===== config.mk =====
export PLATFORM = sky130hd
export DESIGN_NAME = iter_divider
export DESIGN_NICKNAME = d
export VERILOG_FILES = /design/src/rtl/div_pkg.sv /design/src/rtl/div_abs_neg.sv /design/src/rtl/iter_divider.sv
export SDC_FILE = /design/constraint.sdc
export NUM_CORES = 1
export LEC_CHECK = 0
export CORE_UTILIZATION = 50
export CTS_CLUSTER_SIZE = 40
export DETAILED_ROUTE_END_ITERATION = 16
export GPL_TIMING_DRIVEN = 1
export PLACE_DENSITY = 0.83
export SYNTH_ARGS = -nofsm -noshare
export SYNTH_HDL_FRONTEND = slang
export SYNTH_SLANG_ARGS = --single-unit

===== constraint.sdc =====
create_clock -name clk -period 3.8 [get_ports clk]
set_clock_uncertainty 0.2 [all_clocks]
set_input_delay 0.57 -clock clk [delete_from_list [all_inputs] [get_ports clk]]
set_output_delay 0.57 -clock clk [all_outputs]
set_load 0.01 [all_outputs]

===== src/rtl/div_pkg.sv =====
// Shared types and constants for the iterative divider.
package div_pkg;

    typedef enum logic [1:0] {IDLE, CALC, FIX, DONE} div_state_t;

    // Quotient returned on divide-by-zero; slice down to the operand width.
    localparam logic [63:0] DIV_BY_ZERO_Q = '1;

endpackage


===== src/rtl/div_abs_neg.sv =====
// Conditional two's-complement negate: y = neg ? -a : a.
module div_abs_neg #(
    parameter int WIDTH = 32
) (
    input  logic [WIDTH-1:0] a,
    input  logic             neg,
    output logic [WIDTH-1:0] y
);

    assign y = neg ? (~a + {{(WIDTH-1){1'b0}}, 1'b1}) : a;

endmodule


===== src/rtl/iter_divider.sv =====
// Multi-cycle radix-2 restoring divider (signed/unsigned, flushable).
// Define ITER_DIVIDER_EARLY_OUT_EN to skip iteration for zero divisor or |dividend| < |divisor|.
module iter_divider
    import div_pkg::*;
#(
    parameter int WIDTH = 32,
    parameter int CNT_W = $clog2(WIDTH) + 1
) (
    input  logic             clk,
    input  logic             rst,
    input  logic             flush_i,
    input  logic             start_i,
    input  logic             signed_i,
    input  logic [WIDTH-1:0] dividend_i,
    input  logic [WIDTH-1:0] divisor_i,
    output logic             stallreq_o,
    output logic             busy_o,
    output logic             valid_o,
    output logic [WIDTH-1:0] quotient_o,
    output logic [WIDTH-1:0] remainder_o
);

    div_state_t       state, state_next;
    logic [WIDTH-1:0] rem, quo, dsor;
    logic             sign_q, sign_r;
    logic [CNT_W-1:0] cnt;

    logic             neg_dend, neg_dsor, accept, skip_calc;
    logic [WIDTH-1:0] abs_dend, abs_dsor, fix_q, fix_r;
    logic [WIDTH:0]   rem_sh, trial;

    assign neg_dend = signed_i & dividend_i[WIDTH-1];
    assign neg_dsor = signed_i & divisor_i[WIDTH-1];
    assign accept   = (state == IDLE) & start_i & ~flush_i;

    div_abs_neg #(.WIDTH(WIDTH)) u_abs_dend (.a(dividend_i), .neg(neg_dend), .y(abs_dend));
    div_abs_neg #(.WIDTH(WIDTH)) u_abs_dsor (.a(divisor_i),  .neg(neg_dsor), .y(abs_dsor));
    div_abs_neg #(.WIDTH(WIDTH)) u_fix_q    (.a(quo),        .neg(sign_q),   .y(fix_q));
    div_abs_neg #(.WIDTH(WIDTH)) u_fix_r    (.a(rem),        .neg(sign_r),   .y(fix_r));

`ifdef ITER_DIVIDER_EARLY_OUT_EN
    assign skip_calc = (abs_dsor == '0) | (abs_dend < abs_dsor);
`else
    assign skip_calc = 1'b0;
`endif

    // One restoring step: shift {rem,quo} left, trial-subtract on WIDTH+1 bits.
    assign rem_sh = {rem, quo[WIDTH-1]};
    assign trial  = rem_sh - {1'b0, dsor};

    always_ff @(posedge clk) begin
        if (rst) state <= IDLE;
        else     state <= state_next;
    end

    always_comb begin
        state_next = state;
        case (state)
            IDLE: if (accept) state_next = skip_calc ? FIX : CALC;
            CALC: begin
                if (flush_i)                         state_next = IDLE;
                else if (cnt == CNT_W'(1))           state_next = FIX;
            end
            FIX:  state_next = flush_i ? IDLE : DONE;
            DONE: state_next = IDLE;
            default: state_next = IDLE;
        endcase
    end

    assign busy_o     = (state == CALC) | (state == FIX);
    assign stallreq_o = busy_o | ((state == IDLE) & start_i);
    assign valid_o    = (state == DONE) & ~flush_i;

    always_ff @(posedge clk) begin
        if (rst) begin
            rem         <= '0;
            quo         <= '0;
            dsor        <= '0;
            sign_q      <= 1'b0;
            sign_r      <= 1'b0;
            cnt         <= '0;
            quotient_o  <= '0;
            remainder_o <= '0;
        end else begin
            case (state)
                IDLE: if (accept) begin
                    dsor   <= abs_dsor;
                    sign_q <= neg_dend ^ neg_dsor;
                    sign_r <= neg_dend;
                    cnt    <= CNT_W'(WIDTH);
                    // Early-out parks the dividend magnitude as the remainder.
                    if (skip_calc) begin
                        rem <= abs_dend;
                        quo <= '0;
                    end else begin
                        rem <= '0;
                        quo <= abs_dend;
                    end
                end
                CALC: if (!flush_i) begin
                    rem <= trial[WIDTH] ? rem_sh[WIDTH-1:0] : trial[WIDTH-1:0];
                    quo <= {quo[WIDTH-2:0], ~trial[WIDTH]};
                    cnt <= cnt - CNT_W'(1);
                end
                // Zero divisor: the remainder path already restores the original dividend.
                FIX: if (!flush_i) begin
                    quotient_o  <= (dsor == '0) ? DIV_BY_ZERO_Q[WIDTH-1:0] : fix_q;
                    remainder_o <= fix_r;
                end
                default: ;
            endcase
        end
    end

endmodule


# == Word level (Yosys, flattened, before mapping) ==
# Cells that the tools add are included.
# totals
ff_bits,170
latchBits,0
mem_bits_rw,0
romBits,0
input_bits,69
output_inout_bits,67
elab_cells,63
n_memories,0
# classes
n_addsub,6
n_mul,0
n_div,0
magnitude_cmp,0
eq_ne,7
shift,0
muxes,20
bitwise,14
reduce_logical,7
# ops
cell,count
two-way mux 32 bit,10
"adder 32 x 1 -> 32 bit, second input constant",4
NOT 32 bit,4
one-hot mux 32 bit (2 select lines),2
subtractor 33 x 32 -> 33 bit,1
zero test 32 bit,1
two-way mux 6 bit,2
one-hot mux 6 bit (2 select lines),1
two-way mux 2 bit,4
one-hot mux 2 bit (4 select lines),1
"== test 6 x 1 -> 1 bit, second input constant",1
AND reduction 2 bit,3
"subtractor 6 x 1 -> 6 bit, second input constant",1
AND 1 bit,5
"== test 2 bit, second input constant",2
"inequality test 2 bit, second input constant",2
"inequality test 3 bit, second input constant",1
AND reduction 3 bit,1
"== test 2 x 1 -> 1 bit, second input constant",1
zero test 2 bit,1
NOT 1 bit,2
bitwise OR 1 bit,2
nonzero test 2 bit,1
XOR 1 bit,1

# == Depth between registers and ports, before layout ==
# Gate-level depths: netlist of run 1.
# logic_depth
ltp_word,5
mapped_depth,12
mapped_depth_nobuf,11

# == Modules after synthesis ==
# Synthesis of run 1 repeated with hierarchy kept, for this count alone.
# hier_totals
cells_unflattened,1447
hier_area_um2,11536.1
# modules_own_cells
mod,n_inst,cells_each,area_per_inst_um2,seq_area_each_um2
iter_divider,1,1051,8428.1,3403.3
div_abs_neg,4,99,777.0,0.0

# == Least setup slack after synthesis of run 1 ==
# OpenSTA, ideal clock, no wires.
# synth_path
path_type,reg-to-reg
startpoint,register quo[31]
endpoint,register rem[0]
setup_ns,0.117
arrival_time_ns,2.742
required_ns,3.483
slack_ns,0.740
stages_incl_launch_ff,13
n_path_buf,1
period_less_slack_ns,3.060
cell_sequence,dfxtp_1 -> inv_1 -> ha_1 -> fa_1 -> nor2b_1 -> o31a_1 -> o211ai_2 -> a311oi_1 -> o21ai_0 -> a31oi_1 -> clkbuf_1 -> o21ai_0 -> a32o_1
# synth_via
elab_chain_len,4
# synth_lines
item,line_no,rtl
from (decl),iter_divider.sv:24,"logic [WIDTH-1:0] rem, quo, dsor;"
from (signal assigned),iter_divider.sv:97,quo <= abs_dend;
from (signal assigned),iter_divider.sv:102,"quo <= {quo[WIDTH-2:0], ~trial[WIDTH]};"
subtractor 33 x 32 -> 33 bit,iter_divider.sv:49,"assign trial = rem_sh - {1'b0, dsor};"
two-way mux 32 bit (*),iter_divider.sv:101,rem <= trial[WIDTH] ? rem_sh[WIDTH-1:0] : trial[WIDTH-1:0];
two-way mux 32 bit (*),iter_divider.sv:100,CALC: if (!flush_i) begin
one-hot mux 32 bit (2 select lines) (*),iter_divider.sv:85,case (state)
to (signal assigned),iter_divider.sv:93,rem <= abs_dend;
to (signal assigned),iter_divider.sv:101,
to (decl),iter_divider.sv:24,
# Every way passes the cells marked *; elsewhere a longest branch is shown, timed or not. The select of a mux whose other input is x is not followed.
# A chain may end at the register's enable or synchronous reset.

# == Worst setup path after layout of run 1 ==
# layout_path
startpoint,register rem[10]
endpoint,register rem[31]
# layout_via
elab_chain_len,4
# layout_lines
item,line_no
subtractor 33 x 32 -> 33 bit,iter_divider.sv:49
two-way mux 32 bit,iter_divider.sv:101
two-way mux 32 bit,iter_divider.sv:100
one-hot mux 32 bit (2 select lines),iter_divider.sv:85
# Every way passes these cells. The select of a mux whose other input is x is not followed.

==> flow_summary_export.csv, run 1 <==
group,metric,value,unit
outcome,outcome,"complete, no violations",
floorplan,dieArea,0.0230,sq mm
pwr,p_leak,4.82,nW
setup_path,cp_top_family,"compound AO/OA/AOI/OAI gates",
hold_path,hold_path.class,"reg2reg",
timing,tightest_slew,1250,ps
timing,rsz0062_at_grt,"no",
route,wl,30000,um
synth,syn_nets,1574,
finish,area_growth,19.6,%
floorplan,fp.coreArea,0.0219,sq mm
clocking,clock-root-buffer,"clkbuf_16",
clocking,h-tree-depth,4,
placement,dpl_cell_area,0.0128,sq mm
setup_path,worst-path-max-fanout,8,
clocking,cts_tree,"yes",
setup_path,required,3910,ps
route,antenna_left,0,
floorplan,start_util,51.3,%
placement,place_congestion,0.935,
timing,tns,0,ps
synth,ys.flop_type,"dfxtp_1",
finish,num-fill-cells,1948,
clocking,clock_path_buffers,2,
clocking,hold_buffers,0,
timing,hold_viol,0,
synth,synth-warning-count,0,
floorplan,fp.dieH,152,um
route,route.vias.total,11000,
setup_path,max_stage_delay,550,ps
finish,fin_util,61.3,%
pwr,power_density,371,mW/mm^2
global_route,grt_pass1_wl,49900,um
flow_run,drv_cap,0,
synth,synth_edf_count,0,
setup_path,worstPathCellList,"ha_1, and3_1, a221o_1, and2_1, a211oi_1, o211ai_1, and4_1, o311ai_0, o211ai_1",
route,wl_per_cell,16.3,um
synth,syn_area,0.0112,sq mm
clocking,cts_made_buffers,17,
synth,ys_seq_area_share,30.3,%
setup_path,path_buf_inv,0,
synth,syn_area_per_cell,7.68,sq um
pwr,vdd_drop_max,0.000371,V
placement,io_buffer_count,135,
timing,drv_slew,0,
clocking,cts_setup_buffers,0,
clocking,clock_latency,440,ps
global_route,grt_max_degree,85,
setup_path,cp-start-kind,"flop",
finish,drive_above_1_share,5.95,%
clocking,clkSinkCount,170,
setup_path,path_common_cell,"o211ai_1",
timing,timing.final.crit_share,89.5,%
clocking,clkSlewWorstSetupHoldPaths,70,ps
floorplan,rows,54,
finish,antenna_cells,0,
synth,async_reset_ff_share,0,%
route,drt_iter0_markers,1004,
global_route,antenna_found_initial,0,
setup_path,critPathKind,"reg2reg",
finish,fin_area,0.0134,sq mm
route,drcViolationCount,0,
global_route,gr-total-overflow,0,
global_route,grt_pass1_vias,10000,
synth,synth_cells,1462,
floorplan,fp.dieW,152,um
finish,final_nets,1662,
timing,fmax,294,MHz
timing,setup-violations-final,0,
floorplan,io_pins,136,
clocking,cts_resized,0,
global_route,grtUsageTotal,25.8,%
timing,fin_crit,3400,ps
synth,synthDistinctLibCells,72,
route,vias_per_cell,5.98,
synth,ys_ff_latch,170,
timing,slew_headroom,16.6,%
setup_path,cp_slowest_cell,"dfxtp_1",
placement,dpl.hpwl,22300,um
setup_path,arrival,3510,ps
setup_path,cp-end-kind,"flop",
route,first_pass_iters,7,
[layer usage]
| metal | track usage (%) | vias up | wire [um] |
|---|---|---|---|
| met5 | 0 | - | 0 |
| met4 | 8.00 | 0 | 607 |
| met3 | 3.74 | 52 | 2100 |
| met2 | 39.0 | 414 | 13000 |
| met1 | 37.7 | 5107 | 14300 |
| li1 | - | 5441 | - |
[worst paths after layout]
| path | depth (start not counted) | endpoint | startpoint | slack [ps] |
|---|---|---|---|---|
| max | 9 | rem[31] | rem[10] | 400 |
| min | 2 | dsor[15] | dsor[15] | 280 |
| max reg2reg | 9 | rem[31] | rem[10] | 400 |
| min reg2reg | 2 | dsor[15] | dsor[15] | 280 |
[cell usage in the layout (no fill, tap or decap), types with 10 or more instances in the layout]
master / instances
or3_1: 14
and3_1: 11
nand2b_1: 14
a21oi_1: 90
clkdlybuf4s50_1: 134
nor2_1: 193
nor3_1: 21
o31ai_1: 24
mux2i_1: 21
o41ai_1: 13
nor4_1: 27
dfxtp_1: 170
nand3_1: 14
buf_4: 29
nand4_1: 22
clkbuf_16: 17
a311oi_1: 10
a31oi_1: 11
o211ai_1: 31
nand2_1: 150
ha_1: 41
inv_1: 59
a211oi_1: 94
xor2_1: 80
o21ai_0: 77
xnor2_1: 56
[cell usage after synthesis, types with 8 or more instances]
master | instances | area [sq um]
a311oi_1 | 10 | 87.6
o31ai_1 | 24 | 180
dfxtp_1 | 170 | 3400
nor2_1 | 196 | 736
a31oi_1 | 11 | 68.8
or3_1 | 14 | 87.6
nor3_1 | 21 | 105
nand4_1 | 22 | 138
mux2i_1 | 21 | 210
nand2b_1 | 14 | 87.6
or4_1 | 9 | 67.6
xnor2_1 | 56 | 490
a21oi_1 | 90 | 450
ha_1 | 42 | 526
o21ai_0 | 78 | 390
o21a_1 | 8 | 60.1
a21o_1 | 9 | 67.6
nor2b_1 | 8 | 50.1
inv_1 | 59 | 221
a211oi_1 | 94 | 706
clkbuf_1 | 82 | 308
xor2_1 | 80 | 701
nand3_1 | 14 | 70.1
and3_1 | 11 | 68.8
nand2_1 | 150 | 563
o211ai_1 | 31 | 233
o41ai_1 | 13 | 114
nor4_1 | 27 | 169
[logic make-up after synthesis]
kind of cell	share of synthesized area, %
buf+inv	5.31
fa+ha+maj	4.86
compound gates	24.5
xor+xnor	10.6
flops	30.3
simple gates	22.4
mux	1.97
[power breakdown]
group | internal [mW] | leakage [nW] | switching (mW)
sequential | 1.87 | 1.38 | 0.105
combinational | 0.494 | 3.15 | 0.717
clock | 0.996 | 0.291 | 0.798
[tightest hold or removal path, delay by kind of cell, from the launching register on]
family / cells / cell delay [ps]
compound gates: 1 / 50
simple gates: 1 / 60
flops: 1 / 330
[registers in the layout, summed over array words and instances, names as in the netlist]
| signal | cells |
|---|---|
| cnt | 6 |
| remainder_o | 32 |
| quotient_o | 32 |
| quo | 32 |
| sign_r | 1 |
| rem | 32 |
| state | 2 |
| dsor | 32 |
| sign_q | 1 |
[final cells by class]
cell class / instances / area (sq um) / area share (%)
Multi-Input combinational cell: 1138 / 7260 / 54.1
Timing Repair Buffer: 164 / 1580 / 11.8
Tap cell: 280 / 350 / 2.61
Clock inverter: 15 / 184 / 1.37
Inverter: 59 / 221 / 1.65
Clock buffer: 17 / 425 / 3.17
Sequential cell: 170 / 3400 / 25.4
[stage by stage]
step	hold slack (ps)	total power, mW	instances	setup slack (ps)
floorplan	245	2.83	1462	740
global placement	261	3.16	1811	407
detailed placement	279	3.19	1811	364
CTS	289	4.98	1843	432
global route	319	5.20	1843	192
finish	282	4.98	1843	399
Note: power is estimated with default switching activity, not from simulation.
==> inputs of run 2 (changes only) <==
--- a/config.mk
+++ b/config.mk
@@ -10,6 +10,7 @@
 export DETAILED_ROUTE_END_ITERATION = 16
 export GPL_TIMING_DRIVEN = 1
 export PLACE_DENSITY = 0.83
+export SETUP_SLACK_MARGIN = 0.4
 export SYNTH_ARGS = -nofsm -noshare
 export SYNTH_HDL_FRONTEND = slang
 export SYNTH_SLANG_ARGS = --single-unit
==> run 2 against run 1 <==
Setup slack improved by 120 ps. Die area did not move. Fmax increased by 3.7%. Critical path depth increased by 1. Final area grew 0.52%. Sequential share of layout area fell by 0.12 points. Hold slack is essentially flat. Wire length is 0.88% higher.
==> flow_summary_export.csv, run 2 (synthesis gave the netlist of run 1 again) <==
group,metric,value,unit
outcome,outcome,"complete, no violations",
clocking,clkSinkCount,170,
route,drcViolationCount,0,
hold_path,hold_path.startpoint,"dsor[15]",
placement,dpl.cell_count,1811,
setup_path,cp-start-kind,"flop",
timing,rsz0062_at_grt,"no",
finish,antenna_cells,0,
route,first_pass_iters,7,
clocking,hold_buffers,0,
clocking,h-tree-depth,4,
setup_path,required,3920,ps
global_route,grt_max_degree,85,
floorplan,fp.dieH,152,um
global_route,grtUsageTotal,25.8,%
global_route,grt_pass1_vias,10000,
route,route.vias.total,11000,
setup_path,timing.rr.start,"rem[24]",
finish,finalNonFillerCells,1847,
floorplan,io_pins,136,
route,antenna_left,0,
global_route,grt_pass1_wl,49900,um
floorplan,start_util,51.3,%
clocking,cts_made_buffers,17,
timing,setup-violations-final,0,
floorplan,rows,54,
timing,timing.final.crit_share,86.3,%
setup_path,rr_endpoint,"rem[0]",
clocking,cts_tree,"yes",
timing,fin_crit,3280,ps
floorplan,fp.dieW,152,um
clocking,clock_path_buffers,2,
finish,final_nets,1666,
pwr,power_frac_comb,24.7,%
finish,num-fill-cells,1937,
setup_path,worst-path-max-fanout,23,
pwr,swShare,32.6,%
finish,area_growth,20.2,%
pwr,clock_power_share,35.9,%
route,wl_per_cell,16.4,um
global_route,gr-total-overflow,0,
setup_path,cp-end-kind,"flop",
timing,tns,0,ps
clocking,clock_latency,440,ps
clocking,clock-root-buffer,"clkbuf_16",
timing,hold_viol,0,
route,vias_per_cell,5.98,
global_route,antenna_found_initial,0,
hold_path,min_to,"dsor[15]",
floorplan,dieArea,0.0230,sq mm
timing,tightest_slew,1250,ps
placement,io_buffer_count,135,
finish,layout_commonest_cell,"nor2_1",
setup_path,r2r_setup_slack,520,ps
hold_path,whs_path_depth,2,
timing,drv_slew,0,
route,drt_iter0_markers,1072,
pwr,vdd_drop_max,0.000371,V
pwr,p_sw,1.63,mW
placement,place_congestion,0.935,
pwr,p_leak,4.85,nW
finish,drive_above_1_share,6.64,%
setup_path,arrival,3400,ps
clocking,clkSlewWorstSetupHoldPaths,70,ps
pwr,power.internal,3.37,mW
timing,slew_headroom,16.8,%
timing,fmax,305,MHz
flow_run,drv_cap,0,
floorplan,fp.coreArea,0.0219,sq mm
setup_path,critPathKind,"reg2reg",
route,wl,30300,um
hold_path,hold_path.class,"reg2reg",
placement,dpl.hpwl,22300,um
pwr,power_density,370,mW/mm^2
setup_path,reg2reg_depth,10,
finish,layout_common_cells,"nor2_1, dfxtp_1, nand2_1",
pwr,pwr-share-seq,39.5,%
[run 2: changes by cell type in the layout (fill, tap and decap cells not counted), sizes merged]
cell,delta
buf,+4
[run 2: worst max path at each step]
stage                        start       to  cells past startpoint
floorplan                  quo[31]   rem[0]                     12
global placement    dividend_i[20]  quo[28]                      9
detailed placement  dividend_i[18]  quo[28]                      9
CTS                        quo[31]  rem[30]                     11
global route               rem[18]  rem[25]                     10
finish                     rem[24]   rem[0]                     10
[run 2: area by class of cell]
class	instances	area, sq um	area share (%)
well taps	280	350	2.60
inverters	59	221	1.64
flip-flops and latches	170	3400	25.2
clock buffers	17	425	3.15
repair buffers	168	1610	11.9
clock inverters	15	184	1.36
multi-input cells	1138	7300	54.1
[run 2: power by group through the flow]
stage                     combinational [mW]  clock, mW  sequential (mW)
after global routing                    1.35       1.88             1.98
after floorplan                        0.862          0             1.97
final                                   1.23       1.79             1.97
after CTS                               1.20       1.81             1.97
after detailed placement                1.18          0             2.01
after global placement                  1.16          0             2.00
[run 2: repair_timing]
item,in CTS,in global routing
buffers inserted,0,3
gates resized for setup,0,13
endpoints found under the setup margin,0,33
[run 2: through the flow]
step                      cell area, sq um  worst slack, ps  hold slack (ps)  power (mW)  util [%]
after floorplan                      11200              740              245        2.83         -
after global placement               12800              407              261        3.16      58.5
after detailed placement             12800              364              279        3.19      58.5
after CTS                            13400              432              289        4.98      61.3
after global routing                 13500              390              321        5.22      61.6
final                                13500              521              282        4.99      61.6
[run 2: critical path: stages, from the launching register on]
cell and delay (ps):
dfxtp_1 530, ha_1 400, a21o_1 240, a21oi_1 160, o21bai_1 140, a21oi_1 280, a211oi_2 160, o31ai_4 490
buf_12 220, nand3_1 90, a32o_1 260
[run 2: per-layer routing]
layer	global-route usage (%)	wire, um
met5	0	0
met4	8.00	614
met3	3.74	2170
met2	39.0	13100
met1	37.7	14400
